==> src/rtl/muldiv_unit.sv <==
// muldiv_unit: iterative radix-2 multiply / restoring divide into HI/LO with stall and abort.
module muldiv_unit #(
  parameter int WIDTH = 32
) (
  input  logic             clk,
  input  logic             reset,
  input  logic             startE,
  input  logic [1:0]       opE,
  input  logic [WIDTH-1:0] srcaE,
  input  logic [WIDTH-1:0] srcbE,
  input  logic             abortE,
  input  logic             rdhiloE,
  input  logic             mthiE,
  input  logic             mtloE,
  output logic [WIDTH-1:0] hi,
  output logic [WIDTH-1:0] lo,
  output logic             busy,
  output logic             done,
  output logic             stallmd
);
  localparam int CNTW = $clog2(WIDTH) + 1;
  typedef enum logic [1:0] {IDLE, RUN, FIX} state_t;
  state_t               state_q, state_d;
  logic [CNTW-1:0]      cnt_q, cnt_d;
  logic [WIDTH-1:0]     opd_q, opd_d, rem_q, rem_d, hi_q, hi_d, lo_q, lo_d;
  logic [2*WIDTH-1:0]   acc_q, acc_d;
  logic                 div_q, div_d, neg_q, neg_d, rneg_q, rneg_d, dz_q, dz_d, done_q, done_d;
  logic                 sa, sb, ge;
  logic [WIDTH-1:0]     amag, bmag, quot, remw;
  logic [WIDTH:0]       msum, shl, sub;
  logic [2*WIDTH-1:0]   prod;
  always_comb begin
    sa      = ~opE[0] & srcaE[WIDTH-1];
    sb      = ~opE[0] & srcbE[WIDTH-1];
    amag    = sa ? -srcaE : srcaE;
    bmag    = sb ? -srcbE : srcbE;
    msum    = {1'b0, acc_q[2*WIDTH-1:WIDTH]} + {1'b0, (acc_q[0] ? opd_q : {WIDTH{1'b0}})};
    shl     = {rem_q, acc_q[WIDTH-1]};
    ge      = shl >= {1'b0, opd_q};
    sub     = shl - {1'b0, opd_q};
    prod    = neg_q ? -acc_q : acc_q;
    quot    = neg_q ? -acc_q[WIDTH-1:0] : acc_q[WIDTH-1:0];
    remw    = rneg_q ? -rem_q : rem_q;
    state_d = state_q;
    cnt_d   = cnt_q;
    opd_d   = opd_q;
    rem_d   = rem_q;
    acc_d   = acc_q;
    div_d   = div_q;
    neg_d   = neg_q;
    rneg_d  = rneg_q;
    dz_d    = dz_q;
    hi_d    = hi_q;
    lo_d    = lo_q;
    done_d  = 1'b0;
    if (state_q == IDLE) begin
      hi_d = mthiE ? srcaE : hi_q;
      lo_d = mtloE ? srcaE : lo_q;
      if (startE && !abortE) begin
        state_d = RUN;
        cnt_d   = '0;
        div_d   = opE[1];
        neg_d   = sa ^ sb;
        rneg_d  = sa;
        dz_d    = opE[1] & ~|srcbE;
        opd_d   = opE[1] ? bmag : amag;
        acc_d   = {{WIDTH{1'b0}}, (opE[1] ? amag : bmag)};
        rem_d   = '0;
      end
    end else if (abortE) begin
      state_d = IDLE;
    end else if (state_q == RUN) begin
      cnt_d   = cnt_q + 1'b1;
      acc_d   = div_q ? {acc_q[2*WIDTH-1:WIDTH], acc_q[WIDTH-2:0], ge} : {msum, acc_q[WIDTH-1:1]};
      rem_d   = div_q ? (ge ? sub[WIDTH-1:0] : shl[WIDTH-1:0]) : rem_q;
      state_d = (cnt_q == CNTW'(WIDTH - 1)) ? FIX : RUN;
    end else begin
      state_d = IDLE;
      done_d  = 1'b1;
      hi_d    = div_q ? remw : prod[2*WIDTH-1:WIDTH];
      lo_d    = div_q ? (dz_q ? {WIDTH{1'b1}} : quot) : prod[WIDTH-1:0];
    end
  end
  always_ff @(posedge clk) begin
    if (!reset) begin
      state_q <= IDLE;
      cnt_q   <= '0;
      opd_q   <= '0;
      rem_q   <= '0;
      acc_q   <= '0;
      div_q   <= 1'b0;
      neg_q   <= 1'b0;
      rneg_q  <= 1'b0;
      dz_q    <= 1'b0;
      hi_q    <= '0;
      lo_q    <= '0;
      done_q  <= 1'b0;
    end else begin
      state_q <= state_d;
      cnt_q   <= cnt_d;
      opd_q   <= opd_d;
      rem_q   <= rem_d;
      acc_q   <= acc_d;
      div_q   <= div_d;
      neg_q   <= neg_d;
      rneg_q  <= rneg_d;
      dz_q    <= dz_d;
      hi_q    <= hi_d;
      lo_q    <= lo_d;
      done_q  <= done_d;
    end
  end
  assign hi      = hi_q;
  assign lo      = lo_q;
  assign busy    = state_q != IDLE;
  assign done    = done_q;
  assign stallmd = busy & (startE | rdhiloE | mthiE | mtloE);
endmodule

==> config.mk <==
export PLATFORM = sky130hd
export DESIGN_NAME = muldiv_unit
export DESIGN_NICKNAME = d
export VERILOG_FILES = /design/src/rtl/muldiv_unit.sv
export SDC_FILE = /design/constraint.sdc
export NUM_CORES = 1
export LEC_CHECK = 0
export CAP_MARGIN = 20
export CORE_ASPECT_RATIO = 2
export CORE_MARGIN = 1.5
export CORE_UTILIZATION = 45
export DETAILED_ROUTE_END_ITERATION = 7
export PLACE_DENSITY = 0.68
export SKIP_CTS_REPAIR_TIMING = 1
export SYNTH_ARGS = -nofsm -noshare
export SYNTH_HDL_FRONTEND = slang
export SYNTH_SLANG_ARGS = --single-unit
export TNS_END_PERCENT = 10
==> constraint.sdc <==
create_clock -name clk -period 6.3 [get_ports clk]
set_input_delay 1.26 -clock clk [delete_from_list [all_inputs] [get_ports clk]]
set_output_delay 1.26 -clock clk [all_outputs]
set_load 0.05 [all_outputs]
==> impl_metrics.env, run 1 <==
export IMPL_dr_total_vias=17100
export IMPL_finalSetupViolations=0
export IMPL_grt_ovfl_total=0
export IMPL_grt_usage=0.374
export IMPL_arrival_ns=4.87
export IMPL_area_delta_synth_final_pct=14.9
export IMPL_fin_crit_sh=0.700
export IMPL_synth_seq_area_share=0.254
export IMPL_path_cells="inv_1 > ha_1 > nand2_1 > or4_1 > or2_2 > nor4_1 > a2111oi_0 > o31ai_4 > buf_4 > nand2_1 > o21ai_0"
export IMPL_viasPerCell=6.43
export IMPL_synth_avg_cell_area_um2=7.54
export IMPL_drc_errors=0
export IMPL_intPower_w=0.00255
export IMPL_tightest_slew_ns=1.15
export IMPL_grt_setup_unrepaired="false"
export IMPL_cp_end_kind="flip-flop"
export IMPL_yosysWarnings=0
export IMPL_io_buffers=139
export IMPL_period_minus_slack_ns=4.41
export IMPL_maxCapViolCount=0
export IMPL_wl_per_cell_um=26.2
export IMPL_fmax_mhz=227
export IMPL_seqPwrFrac=0.365
export IMPL_hold_path_class="reg2reg"
export IMPL_cp_start_kind="flip-flop"
export IMPL_synth_cell_types=78
export IMPL_row_count=98
export IMPL_ys_ff_latch=205
export IMPL_root_buffer="clkbuf_16"
export IMPL_io_pins=140
export IMPL_cpMaxStageDelayCell="nor4_1"
export IMPL_die_x_um=137
export IMPL_power_total_w=0.00393
export IMPL_fin_setup_tns_ns=0
export IMPL_fill_cells=3589
export IMPL_tritoncts="done"
export IMPL_slowest_delay_ns=0.80
export IMPL_path_delay_family="simple AND/OR/NAND/NOR gates"
export IMPL_final_cell_mix="nand2_1, dfxtp_1, a21oi_1"
export IMPL_die_area_um2=37100
export IMPL_synth_area_um2=16100
export IMPL_core_um2=35600
export IMPL_cts_buffers=22
export IMPL_antenna_found_initial=3
export IMPL_power_density_nw_per_um2=212
export IMPL_synth_cells=2142
export IMPL_finalNetCount=2336
export IMPL_power_static_leakage_nw=7.18
export IMPL_critical_path_required_ns=6.76
export IMPL_cp_num_buf_inv=2
export IMPL_die_h_um=271
export IMPL_drive_gt1_frac=0.0517
export IMPL_cts_path_max_buffers=3
export IMPL_clock_power_share=0.361
export IMPL_cts_max_level=1
export IMPL_dp_hpwl_um=53100
export IMPL_p_switching_w=0.00139
export IMPL_ir_worst_vdd_mv=0.203
export IMPL_wl_um=69800
export IMPL_critPathMostFrequentCell="nand2_1"
export IMPL_combPwrFrac=0.274
export IMPL_synth_edf_count=0
export IMPL_clock_sinks=205
export IMPL_start_util=0.454
export IMPL_status="complete, no violations"
export IMPL_clock_latency_ns=0.54
export IMPL_grt_pass1_vias=16600
export IMPL_crit_fanout=51
export IMPL_clk_pin_slew_ns=0.07
export IMPL_synthArstFlopShare=0
export IMPL_final_hold_viol_count=0
export IMPL_drt_iter0_markers=1121
export IMPL_syn_nets=2286
export IMPL_dr_pass1_iters=6
export IMPL_place_gp_congestion=0.992
export IMPL_crit_type="reg2reg"
export IMPL_netSwitchingFraction=0.352
export IMPL_synthFlopType="dfxtp_1"
export IMPL_fin_skew_ns=0.0133
export IMPL_antenna_left=0
export IMPL_slew_viol_final=0
export IMPL_maxSlewHeadroom=0.237
export IMPL_final_common_cell="nand2_1"
export IMPL_grt_pass1_wl_um=103000
export IMPL_grt_max_degree=84
## Yosys cell counts (all sizes together), types with 24 or more instances
cell | number | area (µm²)
nor3 | 32 | 160
a21boi | 47 | 353
ha | 69 | 863
dfxtp | 205 | 4100
nand4 | 24 | 150
o211ai | 47 | 353
o221ai | 33 | 289
nor2 | 172 | 646
o21ai | 180 | 901
a21o | 30 | 225
mux2i | 52 | 521
inv | 72 | 270
xnor2 | 124 | 1090
o31ai | 40 | 319
a21oi | 190 | 951
nand2 | 226 | 848
nor2b | 32 | 200
xor2 | 78 | 683
clkbuf | 120 | 450
nand3 | 47 | 240
## stage by stage
| step | util | instance area (µm²) | worst slack [ns] | hold WS [ns] | instances |
|---|---|---|---|---|---|
| 3_5_place_dp | 0.500 | 17800 | 1.52 | 0.458 | 2618 |
| 2_1_floorplan | - | 16100 | 2.79 | 0.441 | 2142 |
| 6_report | 0.522 | 18600 | 1.89 | 0.462 | 2659 |
| 5_1_grt | 0.522 | 18500 | 1.64 | 0.483 | 2657 |
| 3_3_place_gp | 0.500 | 17800 | 1.60 | 0.452 | 2618 |
| 4_1_cts | 0.522 | 18500 | 2.02 | 0.466 | 2657 |
## worst register-to-register path, delay by kind of cell, from the launching register on
| family | cells | cell delay [ns] |
|---|---|---|
| AND/OR/NAND/NOR | 5 | 2.26 |
| adder cells (fa/ha/maj) | 1 | 0.38 |
| flip-flops | 1 | 0.38 |
| AO/OA/AOI/OAI | 3 | 0.67 |
| buffers and inverters | 2 | 0.65 |
## power by group through the flow
stage	Sequential, W	Combinational, W	Clock (W)
finish	0.00143	0.00108	0.00142
global route	0.00144	0.00115	0.00147
CTS	0.00143	0.00105	0.00143
detailed placement	0.00146	0.00104	0
global placement	0.00146	0.00104	0
floorplan	0.00153	0.000590	0
## path summary, 6_finish.rpt
| kind | startpoint | to | slack, ns | depth (start not counted) |
|---|---|---|---|---|
| hold / removal | lo[2] | lo[2] | 0.46 | 2 |
| hold reg to reg | lo[2] | lo[2] | 0.46 | 2 |
| setup / recovery | opd_q[27] | rem_q[24] | 1.89 | 11 |
| setup reg to reg | opd_q[27] | rem_q[24] | 1.89 | 11 |
## state kept, by name, indices dropped and copies added, names as in the netlist
register / flops
cnt_q: 6
hi: 32
state_q: 2
dz_q: 1
done: 1
lo: 32
rneg_q: 1
acc_q: 64
rem_q: 32
opd_q: 32
neg_q: 1
div_q: 1
## per-layer routing
metal / wire length, µm / part of all wire / GRT usage
met5: 13 / 0.00019 / 0
met4: 8680 / 0.12 / 0.383
met3: 4850 / 0.069 / 0.0871
met2: 34300 / 0.49 / 0.645
met1: 21900 / 0.31 / 0.340
## cell families (layout without fill, tap and decap cells)
kind of cell / Yosys count / in the layout / share of synthesized area
compound gates: 724 / 724 / 0.294
simple gates: 668 / 668 / 0.199
buf+inv: 213 / 278 / 0.0507
flops: 205 / 205 / 0.254
xor+xnor: 202 / 202 / 0.110
fa+ha+maj: 71 / 71 / 0.0559
mux: 59 / 59 / 0.0371
other cells: 0 / 2 / 0
## area by class of cell
| type | instances | area (µm²) | share of cell area |
|---|---|---|---|
| antenna | 2 | 5.00 | 0.000270 |
| clock buffer | 28 | 614 | 0.0331 |
| clock inverter | 11 | 139 | 0.00749 |
| inverter | 72 | 270 | 0.0146 |
| multi-input combinational | 1724 | 11300 | 0.607 |
| sequential | 205 | 4110 | 0.221 |
| tap | 450 | 563 | 0.0303 |
| timing repair buffer | 167 | 1590 | 0.0859 |
No activity file was read; power rests on OpenSTA's default activity.
==> run 2: changes to the inputs <==
Settings changed: PLACE_DENSITY 0.68 to 0.7.
Clock period 6.3 ns to 3.53 ns, I/O delays scaled along.
==> impl_metrics.env, run 2 (synthesized netlist as in run 1, its figures left out) <==
export IMPL_tightest_slew_ns=1.10
export IMPL_fmax_mhz=284
export IMPL_cp_start_kind="flip-flop"
export IMPL_final_area_um2=20000
export IMPL_die_h_um=271
export IMPL_grt_use_met2=0.689
export IMPL_register_area_um2=4110
export IMPL_antenna_left=0
export IMPL_cts_buffers=21
export IMPL_drc_errors=0
export IMPL_wl_per_cell_um=27.4
export IMPL_grtUsageMet1=0.393
export IMPL_period_minus_slack_ns=3.53
export IMPL_grt_use_met3=0.153
export IMPL_crit_type="reg2reg"
export IMPL_finalSetupViolations=0
export IMPL_maxCapViolCount=0
export IMPL_post_dp_cell_area_um2=19200
export IMPL_utilization=0.561
export IMPL_io_pins=140
export IMPL_fin_skew_ns=0.0198
export IMPL_core_um2=35600
export IMPL_crit_fanout=10
export IMPL_fin_crit_sh=0.999
export IMPL_hold_worst_slack_ns=0.464
export IMPL_grt_pass1_wl_um=114000
export IMPL_ir_worst_vdd_mv=0.349
export IMPL_root_buffer="clkbuf_16"
export IMPL_power_static_leakage_nw=8.08
export IMPL_grt_max_degree=84
export IMPL_final_hold_viol_count=0
export IMPL_slowest_delay_ns=0.40
export IMPL_hold_path_class="reg2reg"
export IMPL_maxSlewHeadroom=0.260
export IMPL_row_count=98
export IMPL_final_cell_mix="nand2_1, dfxtp_1, buf_4"
export IMPL_start_util=0.454
export IMPL_path_cells="inv_1 > buf_4 > nor2_2 > ha_1 > a21o_1 > a31o_2 > a22oi_1 > o31ai_1 > buf_4 > or2_2 > a221o_1 > a211o_1 > a32o_1"
export IMPL_place_gp_congestion=1.06
export IMPL_grt_setup_unrepaired="true"
export IMPL_largest_reg_flops=64
export IMPL_dr_pass1_iters=6
export IMPL_io_buffers=139
export IMPL_place_inst=2795
export IMPL_critPathMostFrequentCell="buf_4"
export IMPL_drt_iter0_markers=1955
export IMPL_tritoncts="done"
export IMPL_cp_end_kind="flip-flop"
export IMPL_hold_depth=2
export IMPL_r2r_cells=13
export IMPL_cts_path_max_buffers=3
export IMPL_power_density_nw_per_um2=364
export IMPL_fin_setup_tns_ns=0
export IMPL_arrival_ns=3.95
export IMPL_clock_sinks=205
export IMPL_cpMaxStageDelayCell="nor2_2"
export IMPL_top_usage_layer="met2"
export IMPL_clock_latency_ns=0.54
export IMPL_finalNetCount=2513
export IMPL_status="complete, no violations"
export IMPL_top_register="acc_q"
export IMPL_drive_gt1_frac=0.126
export IMPL_dr_total_vias=18300
export IMPL_fill_cells=3444
export IMPL_final_common_cell="nand2_1"
export IMPL_cts_max_level=1
export IMPL_antenna_found_initial=10
export IMPL_clk_pin_slew_ns=0.07
export IMPL_multiInputGateArea_um2=11300
export IMPL_grt_pass1_vias=17900
export IMPL_wl_um=77700
export IMPL_layout_cells_non_filler=2838
export IMPL_die_area_um2=37100
export IMPL_critical_path_required_ns=3.95
export IMPL_slew_viol_final=0
export IMPL_grt_ovfl_total=0
export IMPL_dp_hpwl_um=57100
export IMPL_die_x_um=137
export IMPL_area_delta_synth_final_pct=23.6
export IMPL_grt_usage=0.424
export IMPL_viasPerCell=6.44
## run 2: worst max-delay path, delay by kind of cell (launching register included)
| family | cells | cell delay, ns |
|---|---|---|
| AOI/OAI and AO/OA | 7 | 1.56 |
| adders and majority gates | 1 | 0.35 |
| buffers and inverters | 3 | 0.44 |
| DFF | 1 | 0.33 |
| and+or+nand+nor | 2 | 0.72 |
## run 2: routing by layer
metal  part of all wire  routed length (µm)  up-vias
li1                   -                   -     8212
met1               0.30               23300     8611
met2               0.47               36800      991
met3              0.097                7540      446
met4               0.13               10100        8
met5            0.00079                  61        -
## run 2: layout make-up
cell class / count / area share
Multi-Input combinational cell: 1724 / 0.566
Sequential cell: 205 / 0.206
Timing Repair Buffer: 345 / 0.149
Clock buffer: 31 / 0.0317
Tap cell: 450 / 0.0282
Inverter: 72 / 0.0135
Clock inverter: 6 / 0.00527
Antenna cell: 5 / 0.000627
## run 2: report_power, final
part / leakage (nW) / switching, W / total [W] / internal (W)
Combinational: 6.03 / 0.00141 / 0.00221 / 0.000807
Clock: 0.367 / 0.00106 / 0.00252 / 0.00146
Sequential: 1.68 / 0.000112 / 0.00254 / 0.00243
Total: 8.08 / 0.00258 / 0.00727 / 0.00469
## run 2: worst paths after layout
kind / start / end / slack (ns)
setup reg to reg: acc_q[0] / acc_q[52] / 0.004
setup / recovery: acc_q[0] / acc_q[52] / 0.004
hold reg to reg: lo[1] / lo[1] / 0.46
hold / removal: lo[1] / lo[1] / 0.46
## run 2: metrics by stage
step           worst slack (ns)  total power [W]
6_report                0.00356          0.00727
5_1_grt                 -0.0713          0.00747
3_5_place_dp             -0.461          0.00466
3_3_place_gp             -0.463          0.00464
4_1_cts                 -0.0697          0.00714
2_1_floorplan             0.121          0.00379
==> run 3: changes to the inputs <==
Settings changed: ABC_AREA set to 0, CORE_UTILIZATION 45 to 54, PLACE_DENSITY 0.7 to 0.81.
==> impl_metrics.env, run 3 (synthesized netlist as in run 1, its figures left out) <==
export IMPL_status="complete, no violations"
export IMPL_antenna_found_initial=1
export IMPL_grt_pass1_vias=17900
export IMPL_grt_setup_unrepaired="true"
export IMPL_dr_pass1_iters=5
export IMPL_crit_fanout=42
export IMPL_cts_buffers=21
export IMPL_drc_errors=0
export IMPL_utilization=0.672
export IMPL_final_hold_viol_count=0
export IMPL_maxSlewHeadroom=0.328
export IMPL_tightest_slew_ns=1.01
export IMPL_clock_sinks=205
export IMPL_root_buffer="clkbuf_16"
export IMPL_period_minus_slack_ns=3.43
export IMPL_hold_worst_slack_ns=0.459
export IMPL_final_common_cell="nand2_1"
export IMPL_crit_type="reg2reg"
export IMPL_power_static_leakage_nw=8.11
export IMPL_cp_num_buf_inv=2
export IMPL_io_buffers=139
export IMPL_drt_iter0_markers=1678
export IMPL_grt_pass1_wl_um=107000
export IMPL_clk_pin_slew_ns=0.07
export IMPL_cpMaxStageDelayCell="a2111oi_0"
export IMPL_die_area_um2=31000
export IMPL_wl_per_cell_um=26.7
export IMPL_final_cell_mix="nand2_1, buf_4, dfxtp_1"
export IMPL_die_h_um=248
export IMPL_critPathMostFrequentCell="a21oi_1"
export IMPL_post_dp_cell_area_um2=19100
export IMPL_path_cells="inv_1 > ha_1 > a21oi_1 > o21ai_0 > a21oi_1 > o21ai_0 > a2111oi_0 > o31ai_4 > buf_12 > mux2_2 > a21oi_1 > nor2_1"
export IMPL_fin_setup_tns_ns=0
export IMPL_grt_max_degree=58
export IMPL_core_um2=29500
export IMPL_maxCapViolCount=0
export IMPL_fmax_mhz=291
export IMPL_multiInputGateArea_um2=11300
export IMPL_cts_max_level=1
export IMPL_antenna_left=0
export IMPL_dr_total_vias=18300
export IMPL_wl_um=73500
export IMPL_start_util=0.547
export IMPL_area_delta_synth_final_pct=22.8
export IMPL_clock_power_share=0.335
export IMPL_ir_worst_vdd_mv=0.299
export IMPL_cp_start_kind="flip-flop"
export IMPL_cp_end_kind="flip-flop"
export IMPL_finalSetupViolations=0
export IMPL_slowest_delay_ns=0.72
export IMPL_largest_reg_flops=64
export IMPL_critical_path_required_ns=3.94
export IMPL_finalNetCount=2520
export IMPL_io_pins=140
export IMPL_grt_ovfl_total=0
export IMPL_seqPwrFrac=0.359
export IMPL_fin_crit_sh=0.973
export IMPL_register_area_um2=4110
export IMPL_final_area_um2=19800
export IMPL_combPwrFrac=0.306
export IMPL_viasPerCell=6.65
export IMPL_hold_path_class="reg2reg"
export IMPL_cts_path_max_buffers=3
export IMPL_path_delay_family="compound AO/OA/AOI/OAI gates"
export IMPL_clock_latency_ns=0.54
export IMPL_top_register="acc_q"
export IMPL_intPower_w=0.00457
export IMPL_netSwitchingFraction=0.356
export IMPL_fill_cells=2535
export IMPL_arrival_ns=3.84
export IMPL_power_density_nw_per_um2=358
export IMPL_tritoncts="done"
export IMPL_grt_usage=0.462
export IMPL_slew_viol_final=0
export IMPL_die_x_um=125
export IMPL_place_gp_congestion=1.08
export IMPL_dp_hpwl_um=55800
export IMPL_p_switching_w=0.00253
export IMPL_drive_gt1_frac=0.128
export IMPL_power_total_w=0.00709
export IMPL_fin_skew_ns=0.0123
export IMPL_row_count=89
run 3: path summary, 6_finish.rpt:
path / start / to / slack, ns / cells after the start
setup / recovery: opd_q[26] / acc_q[0] / 0.1 / 12
hold / removal: lo[18] / lo[18] / 0.46 / 2
setup reg to reg: opd_q[26] / acc_q[0] / 0.1 / 12
hold reg to reg: lo[18] / lo[18] / 0.46 / 2
run 3: final cells by class:
| cell class | count | area share |
|---|---|---|
| diodes | 1 | 0.000126 |
| clock buffers | 30 | 0.0322 |
| clock inverters | 8 | 0.00385 |
| inverters | 72 | 0.0138 |
| multi-input cells | 1724 | 0.569 |
| flip-flops and latches | 205 | 0.207 |
| well taps | 364 | 0.0230 |
| repair buffers | 352 | 0.151 |
run 3: layer usage:
layer / GRT usage / up-vias / wire length, µm
met5: 0 / - / 0
met4: 0.562 / 0 / 10800
met3: 0.138 / 463 / 6000
met2: 0.778 / 1038 / 34700
met1: 0.398 / 8597 / 22000
li1: - / 8241 / -
run 3: worst min-delay path, cell delays in order, from the launching register on:
cell and delay, ns:
dfxtp_1 0.31, nand2_1 0.05, a21boi_0 0.06
run 3: per-stage QoR:
stage	cells	worst slack, ns
after floorplan	2142	0.121
after global placement	2717	-0.350
after detailed placement	2717	-0.318
after CTS	2755	0.109
after global routing	2755	-0.0275
final	2756	0.0968
run 3: power groups by stage:
stage | sequential [W] | clock [W] | combinational, W
after floorplan | 0.00274 | 0 | 0.00105
after global placement | 0.00259 | 0 | 0.00203
after detailed placement | 0.00259 | 0 | 0.00206
after CTS | 0.00254 | 0.00238 | 0.00207
after global routing | 0.00255 | 0.00246 | 0.00228
final | 0.00255 | 0.00237 | 0.00217
